<file path="src/rtl/uart_pkg.sv">
// Shared definitions for the UART transmitter: FSM state encoding and frame constants.
package uart_pkg;

  typedef enum logic [2:0] {
    ST_IDLE   = 3'd0,
    ST_START  = 3'd1,
    ST_DATA   = 3'd2,
    ST_PARITY = 3'd3,
    ST_STOP   = 3'd4
  } state_t;

  localparam int DATA_BITS = 8;
  localparam int STOP_BITS = 1;

endpackage

</file>
<file path="src/rtl/uart_sync_fifo.sv">
// Single-clock byte FIFO using extra-MSB read/write pointers to tell full from empty.
module uart_sync_fifo #(
  parameter int FIFO_DEPTH = 8
) (
  input  logic                          HCLK,
  input  logic                          HRESETn,
  input  logic                          i_push,
  input  logic [7:0]                    i_wdata,
  input  logic                          i_pop,
  output logic [7:0]                    o_rdata,
  output logic                          o_full,
  output logic                          o_empty,
  output logic [$clog2(FIFO_DEPTH):0]   o_level
);

  localparam int AW = $clog2(FIFO_DEPTH);

  logic [7:0]  r_mem [FIFO_DEPTH];
  logic [AW:0] r_wptr;
  logic [AW:0] r_rptr;
  logic        w_push;
  logic        w_pop;

  // A push while full is dropped even if a pop happens in the same cycle.
  assign w_push  = i_push && !o_full;
  assign w_pop   = i_pop && !o_empty;
  assign o_empty = (r_wptr == r_rptr);
  assign o_full  = (r_wptr[AW] != r_rptr[AW]) && (r_wptr[AW-1:0] == r_rptr[AW-1:0]);
  assign o_level = r_wptr - r_rptr;
  assign o_rdata = r_mem[r_rptr[AW-1:0]];

  always_ff @(posedge HCLK) begin
    if (!HRESETn) begin
      r_wptr <= '0;
      r_rptr <= '0;
    end else begin
      // NOTE: sequential state uses non-blocking assignments so every register samples pre-edge values.
      if (w_push) r_wptr <= r_wptr + 1'b1;
      if (w_pop)  r_rptr <= r_rptr + 1'b1;
    end
  end

  // NOTE: storage is not reset; only the pointers define which entries are valid.
  always_ff @(posedge HCLK) begin
    if (w_push) r_mem[r_wptr[AW-1:0]] <= i_wdata;
  end

endmodule

</file>
<file path="src/rtl/uart_tx_fifo.sv">
// 8N1 UART transmitter fed by a byte FIFO; define UART_TX_PARITY_EN to add a parity bit
// (parity_odd port, PARITY state, 11-bit frames).
module uart_tx_fifo
  import uart_pkg::*;
#(
  parameter int FIFO_DEPTH = 8,
  parameter int PRESC_W    = 16
) (
  input  logic                         HCLK,
  input  logic                         HRESETn,
  input  logic                         en,
  input  logic [PRESC_W-1:0]           prescaler,
  input  logic [7:0]                   wdata,
  input  logic                         wvalid,
  output logic                         wready,
  output logic                         tx,
  output logic                         busy,
  output logic [$clog2(FIFO_DEPTH):0]  level
`ifdef UART_TX_PARITY_EN
  ,
  input  logic                         parity_odd
`endif
);

  state_t             r_state;
  state_t             w_state_next;
  logic [7:0]         r_shift;
  logic [7:0]         w_rdata;
  logic [PRESC_W-1:0] r_bit_len;
  logic [PRESC_W-1:0] r_cnt;
  logic [2:0]         r_bit_idx;
  logic               r_tx;
  logic               w_tx_next;
  logic               w_full;
  logic               w_empty;
  logic               w_pop;
  logic               w_bit_end;
  logic               w_can_start;
  logic               w_advance;
`ifdef UART_TX_PARITY_EN
  logic               r_parity;
`endif

  uart_sync_fifo #(.FIFO_DEPTH(FIFO_DEPTH)) u_fifo (
    .HCLK    (HCLK),
    .HRESETn (HRESETn),
    .i_push  (wvalid),
    .i_wdata (wdata),
    .i_pop   (w_pop),
    .o_rdata (w_rdata),
    .o_full  (w_full),
    .o_empty (w_empty),
    .o_level (level)
  );

  assign w_bit_end   = (r_cnt == '0);
  assign w_can_start = en && !w_empty;

  always_ff @(posedge HCLK) begin
    if (!HRESETn) begin
      r_state   <= ST_IDLE;
      r_shift   <= '0;
      r_bit_len <= '0;
      r_cnt     <= '0;
      r_bit_idx <= '0;
      r_tx      <= 1'b1;
`ifdef UART_TX_PARITY_EN
      r_parity  <= 1'b0;
`endif
    end else begin
      r_state <= w_state_next;
      r_tx    <= w_tx_next;
      // The bit time is latched per frame so prescaler changes apply at the next frame.
      if (w_pop) begin
        r_shift   <= w_rdata;
        r_bit_len <= prescaler;
        r_cnt     <= prescaler;
      end else if (w_advance) begin
        r_cnt <= r_bit_len;
        if (w_state_next == ST_DATA) r_shift <= r_shift >> 1;
      end else if (r_state != ST_IDLE) begin
        r_cnt <= r_cnt - 1'b1;
      end
      if (w_advance) r_bit_idx <= (w_state_next == r_state) ? r_bit_idx + 1'b1 : '0;
`ifdef UART_TX_PARITY_EN
      if (w_pop) r_parity <= ^w_rdata ^ parity_odd;
`endif
    end
  end

  always_comb begin
    // NOTE: default assignment first so no path through the case leaves a latch.
    w_state_next = r_state;
    case (r_state)
      ST_IDLE:  if (w_can_start) w_state_next = ST_START;
      ST_START: if (w_bit_end) w_state_next = ST_DATA;
      ST_DATA: begin
        if (w_bit_end && r_bit_idx == 3'(DATA_BITS - 1)) begin
`ifdef UART_TX_PARITY_EN
          w_state_next = ST_PARITY;
`else
          w_state_next = ST_STOP;
`endif
        end
      end
`ifdef UART_TX_PARITY_EN
      ST_PARITY: if (w_bit_end) w_state_next = ST_STOP;
`endif
      ST_STOP: begin
        if (w_bit_end && r_bit_idx == 3'(STOP_BITS - 1))
          w_state_next = w_can_start ? ST_START : ST_IDLE;
      end
      default: w_state_next = ST_IDLE;
    endcase
  end

  // A frame is popped whenever START is entered, from IDLE or straight out of STOP.
  always_comb begin
    w_advance = (r_state == ST_IDLE) ? w_can_start : w_bit_end;
    w_pop     = w_advance && (w_state_next == ST_START);
    w_tx_next = r_tx;
    if (w_advance) begin
      case (w_state_next)
        ST_START:  w_tx_next = 1'b0;
        ST_DATA:   w_tx_next = r_shift[0];
`ifdef UART_TX_PARITY_EN
        ST_PARITY: w_tx_next = r_parity;
`endif
        default:   w_tx_next = 1'b1;
      endcase
    end
  end

  assign tx     = r_tx;
  assign busy   = (r_state != ST_IDLE);
  assign wready = !w_full;

endmodule

</file>
<file path="config.mk">
export PLATFORM = sky130hd
export DESIGN_NAME = uart_tx_fifo
export DESIGN_NICKNAME = d
export VERILOG_FILES = /design/src/rtl/uart_pkg.sv /design/src/rtl/uart_sync_fifo.sv /design/src/rtl/uart_tx_fifo.sv
export SDC_FILE = /design/constraint.sdc
export NUM_CORES = 1
export LEC_CHECK = 0
export CORE_AREA = 5 5 108 110
export CTS_CLUSTER_SIZE = 8
export DETAILED_ROUTE_END_ITERATION = 16
export DIE_AREA = 0 0 113 115
export PLACE_DENSITY = 0.74
export SETUP_SLACK_MARGIN = 0.05
export SLEW_MARGIN = 20
export SYNTH_ARGS = -nofsm -noshare
export SYNTH_HDL_FRONTEND = slang
export SYNTH_SLANG_ARGS = --single-unit
</file>
<file path="constraint.sdc">
create_clock -name HCLK -period 2.35 [get_ports HCLK]
set_input_delay 0.705 -clock HCLK [delete_from_list [all_inputs] [get_ports HCLK]]
set_output_delay 0.705 -clock HCLK [all_outputs]
set_load 0.01 [all_outputs]
</file>
==> impl_metrics.toml <==
[worst_setup_path]
slowest_delay_ns = 0.33
critical_path_required_ns = 1.64
worst-path-buf-inv = 2
path_class = "flip-flop to output port"
cp-start-kind = "flip-flop"
r2r_setup_slack_ns = 0.06
r2r_start = "r_cnt[1]$_SDFFE_PN0P_"
critPathSlowestCell = "dfxtp_2"
cp_cell_sequence = "inv_2, ha_4, a21o_1, a21oi_2, xor2_1, buf_2"
critical_path.top_delay_family = "flip-flops"
cp-end-kind = "output port"
crit_path_max_fanout = 2
rr_worst_depth = 8
r2r-end = "r_cnt[11]$_SDFFE_PN0P_"
critPathArrivalTime_ns = 1.74

[power]
swShare = 0.320
p_sw_uw = 2670
p_int_uw = 5660
pwr-share-seq = 0.329
peakVddDrop_mv = 0.792
power_leakage_uw = 0.00259
powerDensity_mw_per_mm2 = 1170
p_comb_frac = 0.372
p_total_uw = 8330
clkPwrFrac = 0.299

[clock_network]
cts_root_buffer = "clkbuf_8"
numCtsBuffers = 17
cts_tree = "built"
clk_pin_slew_ns = 0.06
clock_sinks = 122
h-tree-depth = 4
clkLatencyLatePin_ns = 0.51
clock_path_buffers = 2

[timing]
slew_viol_final = 0
worst_slew_pin_slew_ns = 0.584
setup_violations = 3
finalCritPeriodShare = 1.04
fin_ws_ns = -0.0954
hold_viol = 0
slew_headroom = 0.607
skew_ns = 0.00533
rsz0062_at_grt = "yes"
fin_setup_tns_ns = -0.209
finalCriticalPeriod_ns = 2.45
fmax_mhz = 409

[min_path]
hold_path_end = "r_bit_len[8]$_SDFFE_PN0P_"
hp-start = "r_bit_len[8]$_SDFFE_PN0P_"
worstHoldPathType = "flip-flop to flip-flop"
hold_depth = 2

[die]
boundaryPins = 35
initial_utilization = 0.513
die_y_um = 115
coreArea_mm2 = 0.0106
die_w_um = 113
die-area_mm2 = 0.0130
row_count = 38

[yosys]
synthCells = 477
synthSimpleGateAreaFrac = 0.155
synth_mux_area_frac = 0.0922
synth_xor_xnor_area_share = 0.0241
synthArstFlopShare = 0
synth_edf_count = 64
synth.top_cell.area_share = 0.353
ys_top_cells_by_area = "edfxtp_1, dfxtp_1, mux4_2"
syn-num-nets = 515
synth_compound_area_frac = 0.109
ys_ff_latch = 122
yosys.area_share.adder = 0.0244
synth_top_family_by_area = "simple AND/OR/NAND/NOR gates"
yosysSeqAreaShare = 0.567
ys.flop_type = "edfxtp_1"
synth_cell_types = 55
syn_avg_cell_area_um2 = 11.4
synth_area_leader_cell = "edfxtp_1"
yosysWarnings = 0
syn_area_mm2 = 0.00544

[detailed_routing]
via_count = 4012
vias_per_cell = 5.53
totalWireLength_mm = 12.1
ant_nets = 0
wl_per_cell_um = 16.7
first_pass_iters = 4
drt_iter0_drc = 273
drc = 0

[layout]
drive_gt1_frac = 0.276
area_growth_syn_to_layout_pct = 30.7
final_cell_mix = "nand2_1, buf_4, edfxtp_1"
final_common_cell = "nand2_1"
nets = 612
n_antenna_cell = 0
layout.cells.non_filler = 726

[global_route]
grt_max_degree = 31
grt_pass1_wl_mm = 20.1
grtUsageTotal = 0.198
overflow = 0
grt_pass1_vias = 4165
antenna_found_initial = 0

[place]
dp_hpwl_mm = 8.17
port_buffers = 34
place_inst = 687
place_ws_ns = -0.337
globalplace.congestion = 0.864

[outcome]
status = "complete, but fails checks"
violations = "setup timing"

[flow_run]
maxCapViolCount = 0
==> power groups by stage <==
stage / Sequential, uW / Clock (uW) / Combinational, uW
2_1_floorplan: 2750 / 0 / 1820
3_3_place_gp: 2740 / 0 / 2780
3_5_place_dp: 2750 / 0 / 2850
4_1_cts: 2720 / 2540 / 2900
5_1_grt: 2770 / 2640 / 3420
6_report: 2740 / 2490 / 3100
==> synthesized netlist by cell type, drive strengths merged (2+ instances only) <==
cell and number:
o2111ai 3, mux2i 4, nand3b 3, nand4 2
dfxtp 58, or3 6, nor2 41, a31oi 8
o21a 2, o211ai 12, nand3 8, and2 5
edfxtp 64, nand2b 6, clkbuf 19, or4 3
a211o 3, xor2 9, a21oi 35, ha 9
a22oi 2, o21ai 7, inv 14, nand2 74
xnor2 6, a311oi 11, mux2 9, mux4 16
nor4 6, nor3 13, buf 5
==> metal layers <==
layer / up-vias / GRT usage / wire length [um]
met2: 96 / 0.350 / 6320
li1: 1961 / - / -
met3: 12 / 0.0589 / 627
met5: - / 0 / 0
met4: 0 / 0.0649 / 130
met1: 1943 / 0.232 / 5030
==> registers in the layout, summed over array words and instances (netlist names), named ones only <==
name,cells
u_fifo.r_mem,64
r_bit_len,16
r_cnt,16
r_shift,8
u_fifo.r_rptr,4
u_fifo.r_wptr,4
r_bit_idx,3
r_state,3
tx,1
==> worst max-delay path by stage <==
stage,to,depth (start not counted),slack (ns),startpoint
after floorplan,r_cnt[14]$_SDFFE_PN0P_,7,0.08,u_fifo.r_wptr[2]$_SDFFE_PN0P_
after global placement,r_cnt[14]$_SDFFE_PN0P_,6,-0.31,en
after detailed placement,r_cnt[14]$_SDFFE_PN0P_,6,-0.34,en
after CTS,level[1],5,-0.11,u_fifo.r_wptr[0]$_SDFFE_PN0P_
after global routing,level[3],7,-0.19,u_fifo.r_wptr[0]$_SDFFE_PN0P_
final,level[3],6,-0.1,u_fifo.r_rptr[1]$_SDFFE_PN0P_
==> cells by family (layout without fill, tap and decap cells) <==
kind of cell,after synthesis,after routing
AO/OA/AOI/OAI,89,89
XOR/XNOR,15,15
adder cells (fa/ha/maj),10,10
buffers and inverters,39,148
flip-flops,122,122
multiplexers,29,29
AND/OR/NAND/NOR,173,173
==> worst min-delay path: stages (launching register included) <==
cell	delay (ns)
dfxtp_1	0.30
nand2_1	0.05
a21oi_1	0.05
==> repair_timing <==
item,in CTS,in global routing
gates cloned,0,0
endpoints found under the setup margin,19,21
hold buffers,0,0
pin swaps,7,12
setup buffers,3,5
resized for setup,35,18
endpoints found under the hold margin,0,0
==> layout make-up <==
cell class | instances | area [um2]
clock buffers | 18 | 418
clock inverters | 13 | 153
flip-flops and latches | 122 | 3090
inverters | 15 | 56.3
repair buffers | 102 | 860
well taps | 140 | 175
multi-input cells | 316 | 2360
fillers | 774 | 3490
==> stage by stage <==
stage          utilization  instance area, um2  hold WS (ns)
2_1_floorplan            -                5460         0.436
3_3_place_gp         0.599                6350         0.443
3_5_place_dp         0.599                6350         0.449
4_1_cts              0.660                7000         0.456
5_1_grt              0.671                7110         0.487
6_report             0.671                7110         0.454
No activity file was read; power rests on OpenSTA's default activity.
